`config.mk`:
```
export PLATFORM = sky130hd
export DESIGN_NAME = fetch_queue
export DESIGN_NICKNAME = d
export VERILOG_FILES = /design/src/rtl/fetch_queue.sv
export SDC_FILE = /design/constraint.sdc
export NUM_CORES = 1
export LEC_CHECK = 0
export ABC_AREA = 1
export CAP_MARGIN = 20
export CORE_ASPECT_RATIO = 0.9
export CORE_MARGIN = 4
export CORE_UTILIZATION = 40
export CTS_CLUSTER_SIZE = 14
export DETAILED_ROUTE_END_ITERATION = 16
export HOLD_SLACK_MARGIN = 0.1
export PLACE_DENSITY = 0.58
export SLEW_MARGIN = 25
export SYNTH_ARGS = -nofsm -noshare
export SYNTH_HDL_FRONTEND = slang
export SYNTH_SLANG_ARGS = --single-unit
```
`constraint.sdc`:
```
create_clock -name clk_i -period 11.3 [get_ports clk_i]
set_input_delay 2.26 -clock clk_i [delete_from_list [all_inputs] [get_ports clk_i]]
set_output_delay 2.26 -clock clk_i [all_outputs]
set_load 0.02 [all_outputs]
```
`src/rtl/fetch_queue.sv`:
```
// Instruction fetch queue: circular buffer of {instruction, pc} between fetch and decode.
// Valid/ready handshakes on both sides; synchronous flush empties the queue for redirects.
module fetch_queue #(
    parameter int unsigned DEPTH = 4,
    parameter int unsigned ILEN  = 32,
    parameter int unsigned XLEN  = 32
) (
    input  logic                     clk_i,
    input  logic                     rst_n_i,
    input  logic                     flush_i,
    input  logic                     fetch_valid_i,
    output logic                     fetch_ready_o,
    input  logic [ILEN-1:0]          instruction_i,
    input  logic [XLEN-1:0]          pc_i,
    input  logic                     dec_ready_i,
    output logic                     dec_valid_o,
    output logic [ILEN-1:0]          instruction_o,
    output logic [XLEN-1:0]          pc_o,
    output logic [$clog2(DEPTH):0]   count_o
);

    localparam int unsigned AW = $clog2(DEPTH);
    localparam int unsigned PW = AW + 1;

    logic [ILEN-1:0] instr_mem [DEPTH];
    logic [XLEN-1:0] pc_mem    [DEPTH];

    // Pointers carry an extra wrap bit so full and empty are distinguishable.
    logic [PW-1:0] head_q;
    logic [PW-1:0] tail_q;

    logic empty;
    logic full;
    logic push;
    logic pop;

    always_comb begin
        empty = (head_q == tail_q);
        full  = (head_q[AW-1:0] == tail_q[AW-1:0]) && (head_q[AW] != tail_q[AW]);
    end

    // Handshake decode; fetch_ready depends on state only, never on decode or flush.
    always_comb begin
        fetch_ready_o = !full;
        dec_valid_o   = !empty && !flush_i;
        push          = fetch_valid_i && fetch_ready_o && !flush_i;
        pop           = dec_valid_o && dec_ready_i;
        count_o       = tail_q - head_q;
    end

    // Head entry presented without bypass; zero when nothing is stored.
    always_comb begin
        instruction_o = '0;
        pc_o          = '0;
        if (!empty) begin
            instruction_o = instr_mem[head_q[AW-1:0]];
            pc_o          = pc_mem[head_q[AW-1:0]];
        end
    end

    always_ff @(posedge clk_i or negedge rst_n_i) begin
        if (!rst_n_i) begin
            head_q <= '0;
            tail_q <= '0;
        end else if (flush_i) begin
            head_q <= '0;
            tail_q <= '0;
        end else begin
            if (push) begin
                tail_q <= tail_q + PW'(1);
            end
            if (pop) begin
                head_q <= head_q + PW'(1);
            end
        end
    end

    // Payload storage needs no reset; it is only read while occupied.
    always_ff @(posedge clk_i) begin
        if (push) begin
            instr_mem[tail_q[AW-1:0]] <= instruction_i;
            pc_mem[tail_q[AW-1:0]]    <= pc_i;
        end
    end

endmodule

```
==> flow_summary.json <==
{
  "routed_wl_um": 23400,
  "synth_mux_area_frac": 0,
  "rr_startpoint": "head_q[0]$_DFFE_PN0P_",
  "drv_cap": 0,
  "swShare": 0.276,
  "initial_core_util": 0.410,
  "hold_path.startpoint": "tail_q[0]$_DFFE_PN0P_",
  "critPathSlowestCell": "dfrtp_4",
  "setup_tns_ns": 0,
  "grt_max_degree": 94,
  "grt_pass1_vias": 6302,
  "switching_power_uw": 712,
  "syn_nets": 895,
  "numCtsBuffers": 27,
  "final-setup-viol-count": 0,
  "num_rows": 55,
  "worstPathArrival_ns": 4.32,
  "die_h_um": 161,
  "detail_route.wl_per_cell_um": 17.9,
  "yosys.area_share.xor_xnor": 0.00253,
  "area_growth_pct": 25.7,
  "hold_depth": 2,
  "ios": 138,
  "worst-r2r-cell-count": 7,
  "port_buffers": 137,
  "post-route-util": 0.515,
  "pwr-share-seq": 0.434,
  "clockRootBuffer": "clkbuf_16",
  "cp_cell_sequence": "buf_4 > clkinv_2 > buf_4 > o21ai_0 > a21oi_1 > clkdlybuf4s50_1",
  "period_minus_slack_ns": 6.58,
  "num-nets-final": 1026,
  "ys_ff_latch": 262,
  "synth_area_per_cell_um2": 12.7,
  "ctsResizeCount": 0,
  "vias": 6497,
  "avgViaCountPerCell": 4.96,
  "finalWorstSetupSlack_ns": 4.72,
  "timing.fmax_ghz": 0.152,
  "clkPwrFrac": 0.351,
  "clkSlewWorstSetupHoldPaths_ns": 0.06,
  "synth-edff-count": 256,
  "clock_path_buffers": 3,
  "r2r-end": "instr_mem[3][26]$_DFFE_PP_",
  "drive_gt1_frac": 0.0682,
  "synthFlopType": "edfxtp_1",
  "postCtsSetupRepairBufs": 0,
  "startpoint_type": "flip-flop",
  "synth_top_cell_by_area": "edfxtp_1",
  "p_leak_uw": 0.00444,
  "ys_seq_area_frac": 0.754,
  "die_w_um": 178,
  "insertion_delay_ns": 0.51,
  "cts_tree": "done",
  "worstSetupPathType": "reg2out",
  "synthAdderAreaFrac": 0.0103,
  "crit_fanout": 93,
  "synth.distinct_cells": 20,
  "gp_congestion": 0.684,
  "async_reset_ff_frac": 0.0229,
  "hold_path_class": "reg2reg",
  "yosysWarnings": 0,
  "end_kind": "primary output",
  "synth_compound_area_frac": 0.0924,
  "h-tree-depth": 1,
  "crit_top_cell": "buf_4",
  "antenna_found_initial": 1,
  "ant_nets": 0,
  "worst_slew_pin_slew_ns": 0.891,
  "synth_top_area_frac": 0.739,
  "core-area_um2": 25400,
  "synthCells": 818,
  "dp_hpwl_um": 13100,
  "finalPower_uw": 2580,
  "cts_sinks": 262,
  "synthSimpleGateAreaFrac": 0.107,
  "drc_errors": 0,
  "fin_crit_sh": 0.582,
  "antenna_cells": 0,
  "max_stage_delay_ns": 0.98,
  "intPower_uw": 1860,
  "overflow": 0,
  "clock_skew_ns": 0.00588,
  "synth_top_family_by_area": "simple AND/OR/NAND/NOR gates",
  "synthTopCellsByArea": "edfxtp_1, nor2_1, o21ai_0, a21oi_1, dfrtp_1",
  "placed_area_um2": 12200,
  "netlist_area_um2": 10400,
  "grt_pass1_wl_um": 36100,
  "slew-limit-headroom": 0.406,
  "synth_common_cells": "nor2_1, edfxtp_1, o21ai_0",
  "die-area_um2": 28600,
  "rsz0062_at_grt": "false",
  "postCtsHoldBufs": 0,
  "combPwrFrac": 0.215,
  "peakVddDrop_uv": 132,
  "track_usage": 0.160,
  "crit_path_start": "head_q[0]$_DFFE_PN0P_",
  "power.density_nw_per_um2": 197,
  "worst-endpoint-required_ns": 9.04,
  "final_area_um2": 13100,
  "dpl_worst_slack_ns": 5.17,
  "slew_violations": 0,
  "yosys.cell_count.top_type": "nor2_1",
  "hold_path_end": "tail_q[0]$_DFFE_PN0P_",
  "r2r_setup_slack_ns": 7.64,
  "drtIter0Drc": 447,
  "hold_viol_final": 0,
  "status": "completed",
  "first_pass_iters": 5
}
[per-stage QoR]
step	std cells	hold WS (ns)
detailed placement	1262	0.563
CTS	1310	0.583
global route	1310	0.612
floorplan	818	0.525
finish	1310	0.575
global placement	1256	0.553
[worst max-delay path by stage]
| stage | to | cells past startpoint |
|---|---|---|
| 2_1_floorplan | instr_mem[0][0]$_DFFE_PP_ | 3 |
| 3_3_place_gp | instruction_o[27] | 6 |
| 3_5_place_dp | instruction_o[10] | 6 |
| 4_1_cts | instruction_o[10] | 6 |
| 5_1_grt | instruction_o[10] | 6 |
| 6_report | instruction_o[10] | 6 |
[logic make-up (layout without fill, tap and decap cells)]
| group | count (synthesis) | count (layout) |
|---|---|---|
| XOR/XNOR | 3 | 3 |
| AND/OR/NAND/NOR | 288 | 288 |
| buffers and inverters | 65 | 215 |
| flip-flops | 262 | 262 |
| adder cells (fa/ha/maj) | 8 | 8 |
| AO/OA/AOI/OAI | 192 | 192 |
[sequential cells by signal, summed over array words and instances (netlist names)]
| name | cells |
|---|---|
| instr_mem | 128 |
| head_q | 3 |
| pc_mem | 128 |
| tail_q | 3 |
[critical path, delay by kind of cell, from the launching register on]
family / cells / cell delay (ns)
AOI/OAI and AO/OA: 2 / 0.45
buffers and inverters: 4 / 2.29
DFF: 1 / 0.98
[layout by cell type (no fill, tap or decap)]
master,n
nor2_1,257
edfxtp_1,256
clkdlybuf4s50_1,137
o21ai_0,125
a21oi_1,64
clkbuf_16,27
inv_1,12
nand2_1,12
buf_4,9
nand3_1,8
clkinv_2,7
ha_1,7
nand4_1,6
clkbuf_1,5
bufinv_16,5
buf_16,5
nor2_4,4
dfrtp_1,4
o21ai_1,3
xor2_1,3
clkinvlp_4,3
inv_2,2
clkinv_1,2
nand3_2,1
fa_1,1
dfrtp_4,1
dfrtp_2,1
buf_12,1
[cell type report]
cell class                 instances  area (um^2)
fill                            2178        12300
sequential                       262         7840
multi-input combinational        491         2240
timing repair buffer             152         1600
clock buffer                      32          694
tap                              342          428
clock inverter                    16          210
inverter                          15         57.6
[power by group through the flow]
stage | clock (uW) | combinational [uW] | sequential [uW]
floorplan | 0 | 333 | 1120
global placement | 0 | 555 | 1140
detailed placement | 0 | 560 | 1140
CTS | 926 | 564 | 1120
global route | 965 | 606 | 1120
finish | 905 | 553 | 1120
[routing by layer]
metal	vias to the layer above	wire length [um]	global-route usage
li1	3156	-	-
met1	3136	10500	0.224
met2	174	11000	0.258
met3	29	1460	0.0355
met4	2	434	0.0334
met5	-	12	0
Power figures use the tool's default switching activity.
